File: src/rtl/dram_access_arbiter_if.sv
`timescale 1ns/1ps
// Bundle of video, CPU and RAM-macro signals around the bitmap DRAM arbiter.
// Latency: none, wires only.
// Backpressure: carried by cpu_req/cpu_ack; video requests are never stalled.
interface dram_access_arbiter_if #(
   parameter int ADDR_W = 15
);
   logic              vid_req;
   logic [ADDR_W-1:0] vid_addr;
   logic [7:0]        vid_data;
   logic              vid_valid;
   logic              vid_overrun;
   logic              vid_ovr_clr;

   logic              cpu_req;
   logic              cpu_we;
   logic              cpu_bitmd;
   logic              cpu_pixa;
   logic [ADDR_W-1:0] cpu_addr;
   logic [7:0]        cpu_wdata;
   logic [7:0]        cpu_rdata;
   logic              cpu_ack;

   logic [ADDR_W-1:0] mem_addr;
   logic              mem_we;
   logic [7:0]        mem_wdata;
   logic [7:0]        mem_rdata;

   logic              busy;

   // Arbiter side
   modport slave (
      input  vid_req, vid_addr, vid_ovr_clr,
      input  cpu_req, cpu_we, cpu_bitmd, cpu_pixa, cpu_addr, cpu_wdata,
      input  mem_rdata,
      output vid_data, vid_valid, vid_overrun,
      output cpu_rdata, cpu_ack,
      output mem_addr, mem_we, mem_wdata,
      output busy
   );

   // Requester / RAM-macro side
   modport master (
      output vid_req, vid_addr, vid_ovr_clr,
      output cpu_req, cpu_we, cpu_bitmd, cpu_pixa, cpu_addr, cpu_wdata,
      output mem_rdata,
      input  vid_data, vid_valid, vid_overrun,
      input  cpu_rdata, cpu_ack,
      input  mem_addr, mem_we, mem_wdata,
      input  busy
   );
endinterface

File: src/rtl/dram_access_arbiter.sv
`timescale 1ns/1ps
// Single-port bitmap DRAM sequencer: video fetches (strict priority) vs CPU read / write / nibble pixel RMW.
// Latency: vid_valid and CPU read ack 2 cycles after the read cycle; write/RMW ack 1 cycle after the write cycle.
// Backpressure: CPU holds level cpu_req until cpu_ack; video never stalls, a replaced pending fetch sets sticky overrun.
module dram_access_arbiter #(
   parameter int ADDR_W  = 15,
   parameter bit PIXA_HI = 1'b1
) (
   input  logic                 clk,
   input  logic                 reset,
   dram_access_arbiter_if.slave io_bus
);

   typedef enum logic [2:0] {IDLE, VID_RD, CPU_RD, CPU_WR, RMW_RD, RMW_MRG, RMW_WR} state_t;
   typedef enum logic [1:0] {TAG_NONE, TAG_VID, TAG_CPU} tag_t;

   state_t            r_state, w_state_nxt;
   logic              r_vid_pend;
   logic [ADDR_W-1:0] r_vid_addr;
   logic              r_vid_overrun;
   logic              r_cpu_busy;
   tag_t              r_rd_tag;
   logic [7:0]        r_vid_data;
   logic              r_vid_valid;
   logic [7:0]        r_cpu_rdata;
   logic              r_cpu_ack;
   logic [ADDR_W-1:0] r_mem_addr, w_mem_addr_nxt;
   logic              r_mem_we, w_mem_we_nxt;
   logic [7:0]        r_mem_wdata, w_mem_wdata_nxt;

   logic              w_vid_any;
   logic [ADDR_W-1:0] w_vid_addr;
   logic              w_vid_take;
   logic              w_cpu_elig;
   logic              w_cpu_grant;
   logic              w_ack_nxt;
   logic [7:0]        w_merged;

   // A request arriving this cycle is granted directly when nothing older is pending,
   // so an idle arbiter fetches on the very next cycle and beats a simultaneous CPU request.
   assign w_vid_any  = r_vid_pend | io_bus.vid_req;
   assign w_vid_addr = r_vid_pend ? r_vid_addr : io_bus.vid_addr;
   // The ack cycle itself is excluded so a held cpu_req is not re-granted on stale inputs.
   assign w_cpu_elig = io_bus.cpu_req & ~r_cpu_busy & ~r_cpu_ack;
   assign w_merged   = (io_bus.cpu_pixa == PIXA_HI) ?
                       {io_bus.cpu_wdata[7:4], io_bus.mem_rdata[3:0]} :
                       {io_bus.mem_rdata[7:4], io_bus.cpu_wdata[3:0]};
   assign w_ack_nxt  = (r_rd_tag == TAG_CPU) | (r_state == CPU_WR) | (r_state == RMW_WR);

   // Next state and the RAM command for the next cycle; grants only from IDLE or a terminal state
   always_comb begin
      w_state_nxt     = r_state;
      w_mem_addr_nxt  = r_mem_addr;
      w_mem_we_nxt    = 1'b0;
      w_mem_wdata_nxt = 8'h00;
      w_cpu_grant     = 1'b0;
      w_vid_take      = 1'b0;
      case (r_state)
         RMW_RD:  w_state_nxt = RMW_MRG;
         RMW_MRG: begin
            w_state_nxt     = RMW_WR;
            w_mem_we_nxt    = 1'b1;
            w_mem_wdata_nxt = w_merged;
         end
         default: begin
            if (w_vid_any) begin
               w_state_nxt    = VID_RD;
               w_mem_addr_nxt = w_vid_addr;
               w_vid_take     = 1'b1;
            end else if (w_cpu_elig) begin
               w_mem_addr_nxt = io_bus.cpu_addr;
               w_cpu_grant    = 1'b1;
               if (!io_bus.cpu_we) begin
                  w_state_nxt = CPU_RD;
               end else if (io_bus.cpu_bitmd) begin
                  w_state_nxt = RMW_RD;
               end else begin
                  w_state_nxt     = CPU_WR;
                  w_mem_we_nxt    = 1'b1;
                  w_mem_wdata_nxt = io_bus.cpu_wdata;
               end
            end else begin
               w_state_nxt = IDLE;
            end
         end
      endcase
   end

   // State register and registered RAM command
   always_ff @(posedge clk or posedge reset) begin
      if (reset) begin
         r_state     <= IDLE;
         r_mem_addr  <= '0;
         r_mem_we    <= 1'b0;
         r_mem_wdata <= 8'h00;
      end else begin
         r_state     <= w_state_nxt;
         r_mem_addr  <= w_mem_addr_nxt;
         r_mem_we    <= w_mem_we_nxt;
         r_mem_wdata <= w_mem_wdata_nxt;
      end
   end

   // Video pending slot: a new request either queues behind the one being granted or replaces an unserved one
   always_ff @(posedge clk or posedge reset) begin
      if (reset) begin
         r_vid_pend    <= 1'b0;
         r_vid_addr    <= '0;
         r_vid_overrun <= 1'b0;
      end else begin
         if (io_bus.vid_req) begin
            r_vid_addr <= io_bus.vid_addr;
         end
         r_vid_pend <= w_vid_take ? (r_vid_pend & io_bus.vid_req) : (r_vid_pend | io_bus.vid_req);
         if (io_bus.vid_req && r_vid_pend && !w_vid_take) begin
            r_vid_overrun <= 1'b1;
         end else if (io_bus.vid_ovr_clr) begin
            r_vid_overrun <= 1'b0;
         end
      end
   end

   // Read tag, data capture one cycle after the read cycle, and completion pulses
   always_ff @(posedge clk or posedge reset) begin
      if (reset) begin
         r_rd_tag    <= TAG_NONE;
         r_vid_data  <= 8'h00;
         r_vid_valid <= 1'b0;
         r_cpu_rdata <= 8'h00;
         r_cpu_ack   <= 1'b0;
      end else begin
         r_rd_tag <= (r_state == VID_RD) ? TAG_VID :
                     (r_state == CPU_RD) ? TAG_CPU : TAG_NONE;
         r_vid_valid <= (r_rd_tag == TAG_VID);
         if (r_rd_tag == TAG_VID) begin
            r_vid_data <= io_bus.mem_rdata;
         end
         if (r_rd_tag == TAG_CPU) begin
            r_cpu_rdata <= io_bus.mem_rdata;
         end
         r_cpu_ack <= w_ack_nxt;
      end
   end

   // CPU op in flight from grant until its ack is issued
   always_ff @(posedge clk or posedge reset) begin
      if (reset) begin
         r_cpu_busy <= 1'b0;
      end else if (w_cpu_grant) begin
         r_cpu_busy <= 1'b1;
      end else if (w_ack_nxt) begin
         r_cpu_busy <= 1'b0;
      end
   end

   assign io_bus.vid_data    = r_vid_data;
   assign io_bus.vid_valid   = r_vid_valid;
   assign io_bus.vid_overrun = r_vid_overrun;
   assign io_bus.cpu_rdata   = r_cpu_rdata;
   assign io_bus.cpu_ack     = r_cpu_ack;
   assign io_bus.mem_addr    = r_mem_addr;
   assign io_bus.mem_we      = r_mem_we;
   assign io_bus.mem_wdata   = r_mem_wdata;
   assign io_bus.busy        = (r_state != IDLE) | (r_rd_tag != TAG_NONE);

endmodule

File: src/flat_wrapper.sv
// flat-port wrapper written by rule: the top's interface ports become plain ports
module dram_access_arbiter_flat 
#(
   parameter int ADDR_W  = 15,
   parameter bit PIXA_HI = 1'b1
)
  (clk, reset, io_bus_vid_req, io_bus_vid_addr, io_bus_vid_ovr_clr, io_bus_cpu_req, io_bus_cpu_we, io_bus_cpu_bitmd, io_bus_cpu_pixa, io_bus_cpu_addr, io_bus_cpu_wdata, io_bus_mem_rdata, io_bus_vid_data, io_bus_vid_valid, io_bus_vid_overrun, io_bus_cpu_rdata, io_bus_cpu_ack, io_bus_mem_addr, io_bus_mem_we, io_bus_mem_wdata, io_bus_busy);
  dram_access_arbiter_if #(.ADDR_W(ADDR_W)) io_bus_i ();
  input  logic clk;
  input  logic reset;
  input wire logic [$bits(io_bus_i.vid_req)-1:0] io_bus_vid_req;
  input wire logic [$bits(io_bus_i.vid_addr)-1:0] io_bus_vid_addr;
  input wire logic [$bits(io_bus_i.vid_ovr_clr)-1:0] io_bus_vid_ovr_clr;
  input wire logic [$bits(io_bus_i.cpu_req)-1:0] io_bus_cpu_req;
  input wire logic [$bits(io_bus_i.cpu_we)-1:0] io_bus_cpu_we;
  input wire logic [$bits(io_bus_i.cpu_bitmd)-1:0] io_bus_cpu_bitmd;
  input wire logic [$bits(io_bus_i.cpu_pixa)-1:0] io_bus_cpu_pixa;
  input wire logic [$bits(io_bus_i.cpu_addr)-1:0] io_bus_cpu_addr;
  input wire logic [$bits(io_bus_i.cpu_wdata)-1:0] io_bus_cpu_wdata;
  input wire logic [$bits(io_bus_i.mem_rdata)-1:0] io_bus_mem_rdata;
  output wire logic [$bits(io_bus_i.vid_data)-1:0] io_bus_vid_data;
  output wire logic [$bits(io_bus_i.vid_valid)-1:0] io_bus_vid_valid;
  output wire logic [$bits(io_bus_i.vid_overrun)-1:0] io_bus_vid_overrun;
  output wire logic [$bits(io_bus_i.cpu_rdata)-1:0] io_bus_cpu_rdata;
  output wire logic [$bits(io_bus_i.cpu_ack)-1:0] io_bus_cpu_ack;
  output wire logic [$bits(io_bus_i.mem_addr)-1:0] io_bus_mem_addr;
  output wire logic [$bits(io_bus_i.mem_we)-1:0] io_bus_mem_we;
  output wire logic [$bits(io_bus_i.mem_wdata)-1:0] io_bus_mem_wdata;
  output wire logic [$bits(io_bus_i.busy)-1:0] io_bus_busy;
  assign io_bus_i.vid_req = io_bus_vid_req;
  assign io_bus_i.vid_addr = io_bus_vid_addr;
  assign io_bus_i.vid_ovr_clr = io_bus_vid_ovr_clr;
  assign io_bus_i.cpu_req = io_bus_cpu_req;
  assign io_bus_i.cpu_we = io_bus_cpu_we;
  assign io_bus_i.cpu_bitmd = io_bus_cpu_bitmd;
  assign io_bus_i.cpu_pixa = io_bus_cpu_pixa;
  assign io_bus_i.cpu_addr = io_bus_cpu_addr;
  assign io_bus_i.cpu_wdata = io_bus_cpu_wdata;
  assign io_bus_i.mem_rdata = io_bus_mem_rdata;
  assign io_bus_vid_data = io_bus_i.vid_data;
  assign io_bus_vid_valid = io_bus_i.vid_valid;
  assign io_bus_vid_overrun = io_bus_i.vid_overrun;
  assign io_bus_cpu_rdata = io_bus_i.cpu_rdata;
  assign io_bus_cpu_ack = io_bus_i.cpu_ack;
  assign io_bus_mem_addr = io_bus_i.mem_addr;
  assign io_bus_mem_we = io_bus_i.mem_we;
  assign io_bus_mem_wdata = io_bus_i.mem_wdata;
  assign io_bus_busy = io_bus_i.busy;
  dram_access_arbiter #(.ADDR_W(ADDR_W), .PIXA_HI(PIXA_HI)) u_core (.clk(clk), .reset(reset), .io_bus(io_bus_i));
endmodule
File: config.mk
export PLATFORM = sky130hd
export DESIGN_NAME = dram_access_arbiter_flat
export DESIGN_NICKNAME = d
export VERILOG_FILES = /design/src/rtl/dram_access_arbiter_if.sv /design/src/rtl/dram_access_arbiter.sv /design/src/flat_wrapper.sv
export SDC_FILE = /design/constraint.sdc
export NUM_CORES = 1
export LEC_CHECK = 0
export BUFFER_PORTS_ARGS = -buffer_cell sky130_fd_sc_hd__clkbuf_2
export CAP_MARGIN = 20
export CORE_ASPECT_RATIO = 1.75
export CORE_MARGIN = 2
export CORE_UTILIZATION = 54
export CTS_CLUSTER_DIAMETER = 80
export CTS_CLUSTER_SIZE = 24
export DETAILED_ROUTE_END_ITERATION = 12
export PLACE_DENSITY = 0.95
export SETUP_SLACK_MARGIN = 0.05
export SLEW_MARGIN = 10
export SYNTH_ARGS = -nofsm -noshare
export SYNTH_HDL_FRONTEND = slang
export SYNTH_SLANG_ARGS = --single-unit
File: constraint.sdc
create_clock -name clk -period 5.3 [get_ports clk]
set_clock_uncertainty 0.1 [all_clocks]
set_input_delay 0.53 -clock clk [delete_from_list [all_inputs] [get_ports clk]]
set_output_delay 0.53 -clock clk [all_outputs]
set_load 0.01 [all_outputs]
# Word-level counts from Yosys, hierarchy flattened
# Cells that the tools add are included.
dict set report totals {
  regBits 65
  input_bits 54
  output_inout_bits 44
  word_cells 72
}
dict set report op_classes {
  eq_ne 8
  mux 31
  n_bitwise 10
  reduce_logical 10
}
# cell n
set op_table {}
lappend op_table {{two-way mux 15 bit} 3}
lappend op_table {{two-way mux 8 bit} 5}
lappend op_table {{one-hot mux 8 bit (2 select lines)} 1}
lappend op_table {{two-way mux 1 bit} 14}
lappend op_table {{two-way mux 3 bit} 4}
lappend op_table {{== test 3 bit (second input constant)} 3}
lappend op_table {{nonzero test 2 bit} 4}
lappend op_table {{== test 3 x 2 -> 1 bit (second input constant)} 2}
lappend op_table {{one-hot mux 3 bit (2 select lines)} 1}
lappend op_table {{two-way mux 2 bit} 2}
lappend op_table {{OR 1 bit} 4}
lappend op_table {{bitwise AND 1 bit} 3}
lappend op_table {{== test 3 x 1 -> 1 bit (second input constant)} 1}
lappend op_table {{NOT 1 bit} 3}
lappend op_table {{nonzero test 3 bit} 1}
lappend op_table {{== test 2 x 1 -> 1 bit (second input constant)} 1}
lappend op_table {{== test 2 bit (second input constant)} 1}
lappend op_table {{logical AND 1 bit} 2}
lappend op_table {{one-hot mux 1 bit (2 select lines)} 1}
lappend op_table {{AND reduction 2 bit} 1}
lappend op_table {{OR reduction 2 bit} 1}
lappend op_table {{logical NOT 1 bit} 1}

# Logic depth before layout (Yosys ltp)
# Gate-level depths: netlist of the first run.
dict set report logic_depth {
  word_depth 7
  depth_mapped 5
}

# Worst setup path after synthesis of the first run
# No wires, ideal clock.
dict set report synth_timing {
  path_kind {input -> register}
  from {in io_bus_vid_req}
  to {reg u_core.r_mem_addr[0], in the netlist u_core.io_bus.mem_addr[0]}
  setup_ns 0.125
  arrival_ns 1.470
  required_time_ns 5.075
  slack_ns 3.605
  path_stages 4
  n_path_buf 2
  cell_sequence {buf_6 o31a_4 buf_6 mux2_4}
}
dict set report synth_between {
  elab_chain_cells 3
}
# item line_no
set synth_rtl {}
lappend synth_rtl {{from (decl)} flat_wrapper.sv:11} ;# input wire logic [$bits(io_bus_i.vid_req)-1:0] io_bus_vid_req;
lappend synth_rtl {{OR 1 bit *} dram_access_arbiter.sv:41} ;# assign w_vid_any = r_vid_pend | io_bus.vid_req;
lappend synth_rtl {{nonzero test 2 bit (no source line)} n/a}
lappend synth_rtl {{AND reduction 2 bit (no source line)} n/a}
lappend synth_rtl {{to (signal assigned)} dram_access_arbiter.sv:98} ;# r_mem_addr <= w_mem_addr_nxt;
lappend synth_rtl {{to (decl)} dram_access_arbiter.sv:27} ;# logic [ADDR_W-1:0] r_mem_addr, w_mem_addr_nxt;
# Every way passes the cells marked *; elsewhere a longest branch is shown, timed or not.
# A chain may end at the register's enable or synchronous reset.

# Final worst setup path of the first run
dict set report layout_timing {
  from {reg u_core.r_vid_pend}
  to {reg u_core.r_mem_addr[12], in the netlist u_core.io_bus.mem_addr[12]}
}
dict set report layout_between {
  elab_chain_cells 3
}
# item line_no
set layout_rtl {}
lappend layout_rtl {{from (decl)} dram_access_arbiter.sv:18} ;# logic r_vid_pend;
lappend layout_rtl {{from (signal assigned)} dram_access_arbiter.sv:114} ;# r_vid_pend <= w_vid_take ? (r_vid_pend & io_bus.vid_req) : (r_vid_pend | io_bus.vid_req);
lappend layout_rtl {{OR 1 bit} dram_access_arbiter.sv:41}
lappend layout_rtl {{nonzero test 2 bit (no source line)} n/a}
lappend layout_rtl {{AND reduction 2 bit (no source line)} n/a}
# Several ways; a longest one is shown, not always the timed one.

==> results of run 1 <==
[logic make-up (layout without fill, tap and decap cells)]
logic type               count (synthesis)  count (layout)  synth area share
buffers and inverters                   23             124            0.0383
AO/OA/AOI/OAI                           28              28            0.0619
AND/OR/NAND/NOR                         37              37            0.0641
multiplexers                            69              69             0.270
adder cells (fa/ha/maj)                  1               1           0.00344
XOR/XNOR                                 1               1           0.00301
flip-flops                              65              65             0.559
[layout by cell type (no fill, tap or decap), drive strengths merged, types with 3 or more instances in the layout]
cell      n
bufinv    4
clkbuf  106
clkinv    3
dfrtp    65
inv      10
mux2     46
mux2i    23
nand2    23
nor2b     3
o21ai    15
o22ai     8
[flip-flops by register name (all words and copies together), names as in the netlist]
signal	cells
u_core.r_state	3
u_core.io_bus.vid_valid	1
u_core.io_bus.cpu_rdata	8
u_core.io_bus.vid_data	8
u_core.io_bus.cpu_ack	1
u_core.io_bus.mem_wdata	8
u_core.r_vid_pend	1
u_core.io_bus.mem_addr	15
u_core.io_bus.mem_we	1
u_core.r_vid_addr	15
u_core.r_rd_tag	2
u_core.io_bus.vid_overrun	1
u_core.r_cpu_busy	1
[worst reg2reg max path: stages, from the launching register on]
cell and delay [ps]:
dfrtp_1 990, o31a_4 430, mux2_2 380
[how the worst min path moves through the flow]
stage	to	slack, ps
after floorplan	u_core.r_vid_addr[10]	380
after global placement	u_core.io_bus.vid_overrun	380
after detailed placement	u_core.io_bus.vid_overrun	380
after CTS	u_core.r_vid_addr[14]	320
after global routing	u_core.r_vid_addr[14]	330
final	u_core.io_bus.vid_valid	300
[per-stage QoR]
stage	instance area [um2]	hold WS, ps	instances	setup WS (ps)	util
after floorplan	2910	381	224	3040	-
after global placement	3400	376	364	3050	0.652
after detailed placement	3400	382	364	2990	0.652
after CTS	3660	322	380	3290	0.703
after global routing	3660	330	380	3130	0.703
final	3660	299	380	3290	0.703
[power by group through the flow]
stage	clock network, uW	logic, uW	registers (uW)
after floorplan	0	420	841
after global placement	0	662	804
after detailed placement	0	692	812
after CTS	562	697	805
after global routing	578	748	829
final	552	686	804
[cell type report]
cell class	count	area, um2	share of cell area
sequential	65	1630	0.444
clock inverter	7	143	0.0389
tap	55	68.8	0.0188
timing repair buffer	98	493	0.135
multi-input combinational	136	1170	0.320
inverter	10	37.5	0.0102
clock buffer	9	124	0.0338
[metal layers]
metal / GRT usage / vias up
met1: 0.249 / 1016
met2: 0.366 / 82
met5: 0 / -
met3: 0.0668 / 10
li1: - / 978
met4: 0.105 / 0
==> flow_summary.toml, run 1 <==
[power_and_ir_drop]
power_uw = 2040
p_leak_uw = 0.00189
p_seq_frac = 0.394
internal-power_uw = 1400
power_switching_uw = 640
power_density_nw_per_um2 = 557
p_clk_frac = 0.270
combPwrFrac = 0.336
switching_share = 0.313
vdd_ir_drop_max_mv = 0.298

[synth]
syn_nets = 278
ys_seq_area_frac = 0.559
synth_top_area_share = 0.559
synth.distinct_cells = 28
yosysWarnings = 0
ys_ff_latch = 65
synth_most_common_cell = "dfrtp_1"
async_flop_share = 1.00
synthTopCellsByArea = "dfrtp_1 (56%), mux2_2 (14%), mux2i_1 (7.9%), mux2_4 (5.2%), nand2_1 (3.0%)"
syn_inst = 224
syn_avg_cell_area_um2 = 13.0
synth_top_area_cell = "dfrtp_1"
syn_area_um2 = 2910
synth_edf_count = 0
synthFlopType = "dfrtp_1"
synth_common_cells = "dfrtp_1 (65), mux2_2 (36), mux2i_1 (23), nand2_1 (23), o21ai_0 (15)"

[place]
place_congestion = 0.750
io_buffers = 97
dpl.hpwl_um = 4450

[worst_setup_path]
worstPathCellList = "o31a_4, mux2_2"
endpoint_kind = "register"
worstPathArrival_ps = 2140
path_buf_inv = 0
reg2reg_slack_ps = 3290
start_kind = "register"
crit_cells = 2
critPathMaxStageDelay_ps = 990
required_ps = 5420
reg2reg_from = "u_core.r_vid_pend"
startpoint = "u_core.r_vid_pend"
critPathSlowestCell = "dfrtp_1"
cpLargestDelayFamily = "flip-flops"
crit_fanout = 35
ff2ff_path_depth = 2
worstSetupEndpoint = "u_core.io_bus.mem_addr[12]"
r2r_end = "u_core.io_bus.mem_addr[12]"
crit_type = "register to register"

[cts]
cts.clk_slew.worst_paths_ps = 70
cts_root_buf = "clkbuf_8"
cts_setup_buffers = 0
postCtsHoldBufs = 0
clk_path_buf_depth = 2
htreeDepth = 3
cts_tree = "yes"
cts_buffers = 9
cts.sinks = 65
cts-resized-gates = 0
clk_latency_ps = 340

[die]
core_um2 = 5210
fp-row-count = 35
die_area_um2 = 6010
fp.dieH_um = 101
ios = 98
fp.dieW_um = 59.5
start_util = 0.558

[job]
cap_violations = 0

[global_route]
antenna_found_initial = 0
gr-total-overflow = 0
grt_start_max_net_pins = 66
track_usage = 0.219
grt_pass1_vias = 2128
grt_pass1_wl_um = 9710

[sta]
finalCritPeriodShare = 0.380
fmax_mhz = 496
tightest_slew_ps = 971
rsz0062_at_grt = "no"
slew_headroom = 0.353
finalHoldViolations = 0
min_period_ps = 2010
setup_violations = 0
tns_ps = 0
maxSlewViolCount = 0

[hold_path]
holdCritPathClass = "primary input to async pin"

[route]
met1_length_um = 2300
wl_met2_um = 3290
dr.max_layer_used = "met4"
viasPerCell = 5.49
drtIter0Drc = 84
finalWirelength_um = 6120
met3_length_um = 411
wl_per_cell_um = 16.1
firstDrtPassIters = 4
num_vias = 2086
drc = 0
drtAntennaViolNets = 0

[layout]
fill_cells = 363
drive_gt1_frac = 0.505
area_delta_synth_final_pct = 25.9
finalNetCount = 374
diodes = 0

[run_status]
status = "finished clean"
(Power assumes the default switching activity.)
==> inputs of run 2 (changes only) <==
--- a/config.mk
+++ b/config.mk
@@ -9,11 +9,11 @@
 export CAP_MARGIN = 20
 export CORE_ASPECT_RATIO = 1.75
 export CORE_MARGIN = 2
-export CORE_UTILIZATION = 54
+export CORE_UTILIZATION = 45
 export CTS_CLUSTER_DIAMETER = 80
 export CTS_CLUSTER_SIZE = 24
 export DETAILED_ROUTE_END_ITERATION = 12
-export PLACE_DENSITY = 0.95
+export PLACE_DENSITY = 0.86
 export SETUP_SLACK_MARGIN = 0.05
 export SLEW_MARGIN = 10
 export SYNTH_ARGS = -nofsm -noshare
==> constraint.sdc (replaced) <==
create_clock -name clk -period 1.6 [get_ports clk]
set_clock_uncertainty 0.1 [all_clocks]
set_input_delay 0.16 -clock clk [delete_from_list [all_inputs] [get_ports clk]]
set_output_delay 0.16 -clock clk [all_outputs]
set_load 0.01 [all_outputs]
==> run 2 against run 1 <==
Compared with the run above: register-to-register slack worse by 3200 ps; worst hold slack got worse by 280 ps; core utilization shrank 4.7 points; flip-flop and latch count is the same; non-clock buffer count grew 41; cell area increased by 12%; count of clock-buffer cells in the layout grew 4.
==> flow_summary.toml, run 2 (synthesis gave the netlist of run 1 again) <==
[route]
wl_per_cell_um = 15.9
viasPerCell = 5.13
dr.max_layer_used = "met4"
met1_length_um = 2620
drc = 0
drtIter0Drc = 104
num_vias = 2282
drtAntennaViolNets = 0
firstDrtPassIters = 4
wl_met2_um = 3860
met3_length_um = 366
finalWirelength_um = 7060

[die]
fp.dieW_um = 64.8
core_um2 = 6230
die_area_um2 = 7150
fp-row-count = 38
ios = 98
start_util = 0.467
fp.dieH_um = 110

[hold_path]
holdCritPathClass = "primary input to register"
hp-start = "io_bus_cpu_we"

[job]
cap_violations = 0

[power_and_ir_drop]
power_uw = 6660
p_leak_uw = 0.00204
power_density_nw_per_um2 = 1630
vdd_ir_drop_max_mv = 0.957

[run_status]
status = "finished clean"

[cts]
cts.clk_slew.worst_paths_ps = 60
clk_latency_ps = 340
cts.sinks = 65
cts_buffers = 9
cts_root_buf = "clkbuf_8"
htreeDepth = 3
cts_tree = "yes"
clk_path_buf_depth = 2

[worst_setup_path]
worstPathArrival_ps = 1620
crit_fanout = 6
crit_type = "register to register"
start_kind = "register"
startpoint = "u_core.r_state[1]"
reg2reg_from = "u_core.r_state[1]"
required_ps = 1720
endpoint_kind = "register"

[place]
dpl.cell_count = 395
io_buffers = 97
postPlaceCellArea_um2 = 3500
place_congestion = 0.719
dpl.hpwl_um = 4460

[layout]
layout_common_cells = "clkbuf_2 (97), dfrtp_1 (64), mux2_2 (36)"
diodes = 0
area_delta_synth_final_pct = 40.4
multiInputGateArea_um2 = 1180
design_area_um2 = 4090
final_common_cell = "clkbuf_2"
finalNetCount = 415
final-seq-area_um2 = 1630
fin_cells = 445
drive_gt1_frac = 0.468
fill_cells = 457

[sta]
tightest_slew_ps = 607
fin_worst_hold_slack_ps = 19.5
fmax_mhz = 666
setup_violations = 0
rsz0062_at_grt = "yes"
tns_ps = 0
min_period_ps = 1500
finalCritPeriodShare = 0.938
finalHoldViolations = 0
maxSlewViolCount = 0
slew_headroom = 0.595

[global_route]
grt_pass1_vias = 2480
grt_start_max_net_pins = 66
grt_pass1_wl_um = 11400
gr-total-overflow = 0
antenna_found_initial = 0
track_usage = 0.216
-- run 2: per-layer routing --
| metal | track usage | vias to the layer above |
|---|---|---|
| li1 | - | 1066 |
| met1 | 0.216 | 1107 |
| met2 | 0.401 | 89 |
| met3 | 0.0518 | 20 |
| met4 | 0.123 | 0 |
| met5 | 0 | - |
-- run 2: stage by stage --
stage | utilization | setup WS [ps]
after global placement | 0.562 | 76.2
after floorplan | - | 23.8
after detailed placement | 0.562 | 40.3
final | 0.656 | 98.9
after CTS | 0.653 | 90.5
after global routing | 0.656 | 43.9
-- run 2: worst max-delay path, cell delays in order, from the launching register on --
cell	delay [ps]
dfrtp_1	400
nand2b_1	230
o31a_4	210
buf_12	120
mux2_2	320
-- run 2: power by group --
group | internal, uW | total [uW] | leakage [uW] | switching [uW]
combinational | 1440 | 2640 | 0.00115 | 1200
clock | 798 | 1390 | 0.0000957 | 595
sequential | 2240 | 2630 | 0.000790 | 381
-- run 2: final cells by class --
| type | count | share of cell area |
|---|---|---|
| Clock buffer | 13 | 0.0389 |
| Clock inverter | 2 | 0.00919 |
| Inverter | 10 | 0.0101 |
| Multi-Input combinational cell | 136 | 0.289 |
| Sequential cell | 65 | 0.398 |
| Tap cell | 80 | 0.0245 |
| Timing Repair Buffer | 139 | 0.229 |
-- run 2: path summary, 6_finish.rpt --
check	endpoint	cells after the start	slack (ps)
worst max-delay path	u_core.io_bus.mem_addr[11]	4	100
worst min-delay path	u_core.r_state[2]	2	20
worst max register to register	u_core.io_bus.mem_addr[11]	4	100
worst min register to register	u_core.r_vid_addr[9]	1	410
max in group asynchronous	u_core.r_vid_pend	4	760
min in group asynchronous	u_core.r_vid_addr[2]	4	340
-- run 2: timing repair --
item	CTS	global route
hold endpoints to repair	105	0
gates resized for setup	0	4
hold buffers	33	0
buffers inserted	2	0
setup endpoints to repair	5	19
pin swaps	1	2
==> inputs of run 3 (changes only) <==
--- a/config.mk
+++ b/config.mk
@@ -13,7 +13,7 @@
 export CTS_CLUSTER_DIAMETER = 80
 export CTS_CLUSTER_SIZE = 24
 export DETAILED_ROUTE_END_ITERATION = 12
-export PLACE_DENSITY = 0.86
+export PLACE_DENSITY = 0.75
 export SETUP_SLACK_MARGIN = 0.05
 export SLEW_MARGIN = 10
 export SYNTH_ARGS = -nofsm -noshare
==> constraint.sdc (replaced) <==
create_clock -name clk -period 1.3 [get_ports clk]
set_clock_uncertainty 0.1 [all_clocks]
set_input_delay 0.13 -clock clk [delete_from_list [all_inputs] [get_ports clk]]
set_output_delay 0.13 -clock clk [all_outputs]
set_load 0.01 [all_outputs]
==> run 3 against run 2 <==
Compared with the run above: largest cell class unchanged; register-to-register slack got worse by 290 ps; non-clock buffer count grew 18; critical endpoint is now u_core.io_bus.mem_wdata[7]; the run now ends with negative setup slack left; clock power increased by 27%; core utilization increased by 5.8 points; maximum frequency grew 0.49%; combinational power rose by 53%.
==> flow_summary.toml, run 3 (synthesis gave the netlist of run 1 again) <==
[die]
fp-row-count = 38
core_um2 = 6230
die_area_um2 = 7150
start_util = 0.467
fp.dieW_um = 64.8
ios = 98
fp.dieH_um = 110

[layout]
drive_gt1_frac = 0.536
finalNetCount = 435
diodes = 0
fin_cells = 466
final_common_cell = "clkbuf_2"
layout_common_cells = "clkbuf_2 (96), dfrtp_1 (63), dlygate4sd3_1 (35)"
final-seq-area_um2 = 1630
fill_cells = 435
multiInputGateArea_um2 = 1370
area_delta_synth_final_pct = 52.8

[sta]
finalHoldViolations = 0
slew_headroom = 0.658
setup_violations = 33
min_period_ps = 1490
fmax_mhz = 669
finalCritPeriodShare = 1.15
rsz0062_at_grt = "yes"
tightest_slew_ps = 512
setup_ws_ps = -194
maxSlewViolCount = 0

[place]
io_buffers = 97
dpl.cell_count = 406
dpl.hpwl_um = 4710
place_congestion = 0.745

[power_and_ir_drop]
vdd_ir_drop_max_mv = 1.35
p_leak_uw = 0.00224
p_clk_frac = 0.196
power_density_nw_per_um2 = 2030
power_uw = 9040
internal-power_uw = 6050
switching_share = 0.331
p_seq_frac = 0.358
combPwrFrac = 0.446
power_switching_uw = 2990

[route]
drtAntennaViolNets = 0
drtIter0Drc = 94
wl_per_cell_um = 16.7
num_vias = 2350
viasPerCell = 5.04
firstDrtPassIters = 4
finalWirelength_um = 7780
drc = 0

[worst_setup_path]
crit_fanout = 6
reg2reg_slack_ps = -190
required_ps = 1450
r2r_end = "u_core.io_bus.mem_wdata[7]"
ff2ff_path_depth = 5
start_kind = "register"
worstPathArrival_ps = 1640
crit_type = "register to register"
reg2reg_from = "u_core.io_bus.cpu_ack"
startpoint = "u_core.io_bus.cpu_ack"
endpoint_kind = "register"

[run_status]
failed_checks = "negative setup slack"
status = "finished, violations left"

[hold_path]
hold_depth = 4
holdPathEnd = "u_core.r_state[0]"
hp-start = "io_bus_cpu_bitmd"
holdCritPathClass = "primary input to register"

[global_route]
gr-total-overflow = 0
grt_start_max_net_pins = 66
grt_pass1_wl_um = 11800
antenna_found_initial = 0
grt_pass1_vias = 2472
track_usage = 0.221

[cts]
cts_root_buf = "clkbuf_8"
clk_latency_ps = 330
cts.clk_slew.worst_paths_ps = 70
clk_path_buf_depth = 2
cts_buffers = 9
cts.sinks = 65
htreeDepth = 3
cts_tree = "yes"

[job]
cap_violations = 0
-- run 3: changes by cell type in the layout (fill, tap and decap cells not counted), sizes merged --
cell,change
buf,+17
clkinv,+1
clkinvlp,-1
dlygate4sd3,+2
nand4,+1
o31a,+1
-- run 3: layer usage --
layer,up-vias,GRT usage,part of all wire
met2,86,0.396,0.53
met4,0,0.112,0.027
li1,1113,-,-
met3,14,0.0629,0.060
met5,-,0,0
met1,1137,0.234,0.38
-- run 3: power by group through the flow --
stage          registers, uW  clock network [uW]  logic, uW
2_1_floorplan           3430                   0       1730
3_3_place_gp            3170                   0       3080
3_5_place_dp            3220                   0       3180
4_1_cts                 3210                1830       3780
5_1_grt                 3310                1900       4330
6_report                3240                1770       4030
-- run 3: critical path, cell delays in order (launching register included) --
cell and delay, ps:
dfrtp_1 410, nor3b_4 270, buf_4 160, buf_6 120, nand4_4 130, o22ai_2 220
-- run 3: how the worst max path moves through the flow --
stage                                 endpoint  slack (ps)  depth (start not counted)
finish              u_core.io_bus.mem_wdata[7]        -190                          5
global route        u_core.io_bus.mem_wdata[7]        -260                          5
CTS                 u_core.io_bus.mem_addr[14]        -220                          3
detailed placement  u_core.io_bus.mem_addr[10]        -240                          3
global placement    u_core.io_bus.mem_addr[14]        -210                          3
floorplan            u_core.io_bus.mem_addr[0]        -280                          4
-- run 3: area by class of cell --
cell class,instances,area share
Sequential cell,65,0.367
Multi-Input combinational cell,138,0.308
Timing Repair Buffer,157,0.247
Clock buffer,14,0.0389
Tap cell,80,0.0225
Inverter,10,0.00929
Clock inverter,2,0.00788
-- run 3: through the flow --
step	instance area, um2	setup TNS, ps	setup WS (ps)	util	hold slack [ps]
6_report	4440	-4330	-194	0.714	88.2
2_1_floorplan	2920	-3530	-276	-	168
4_1_cts	4330	-4390	-217	0.695	62.1
3_5_place_dp	3600	-4500	-239	0.578	150
3_3_place_gp	3600	-3650	-213	0.578	136
5_1_grt	4440	-6220	-258	0.714	92.1
-- run 3: repair_timing --
item / 4_1_cts / 5_1_grt
gates resized for setup: 33 / 20
setup endpoints to repair: 40 / 39
buffers inserted: 2 / 5
pin swaps: 6 / 6
endpoints found under the hold margin: 107 / 0
hold buffers: 35 / 0
cloned: 3 / 0
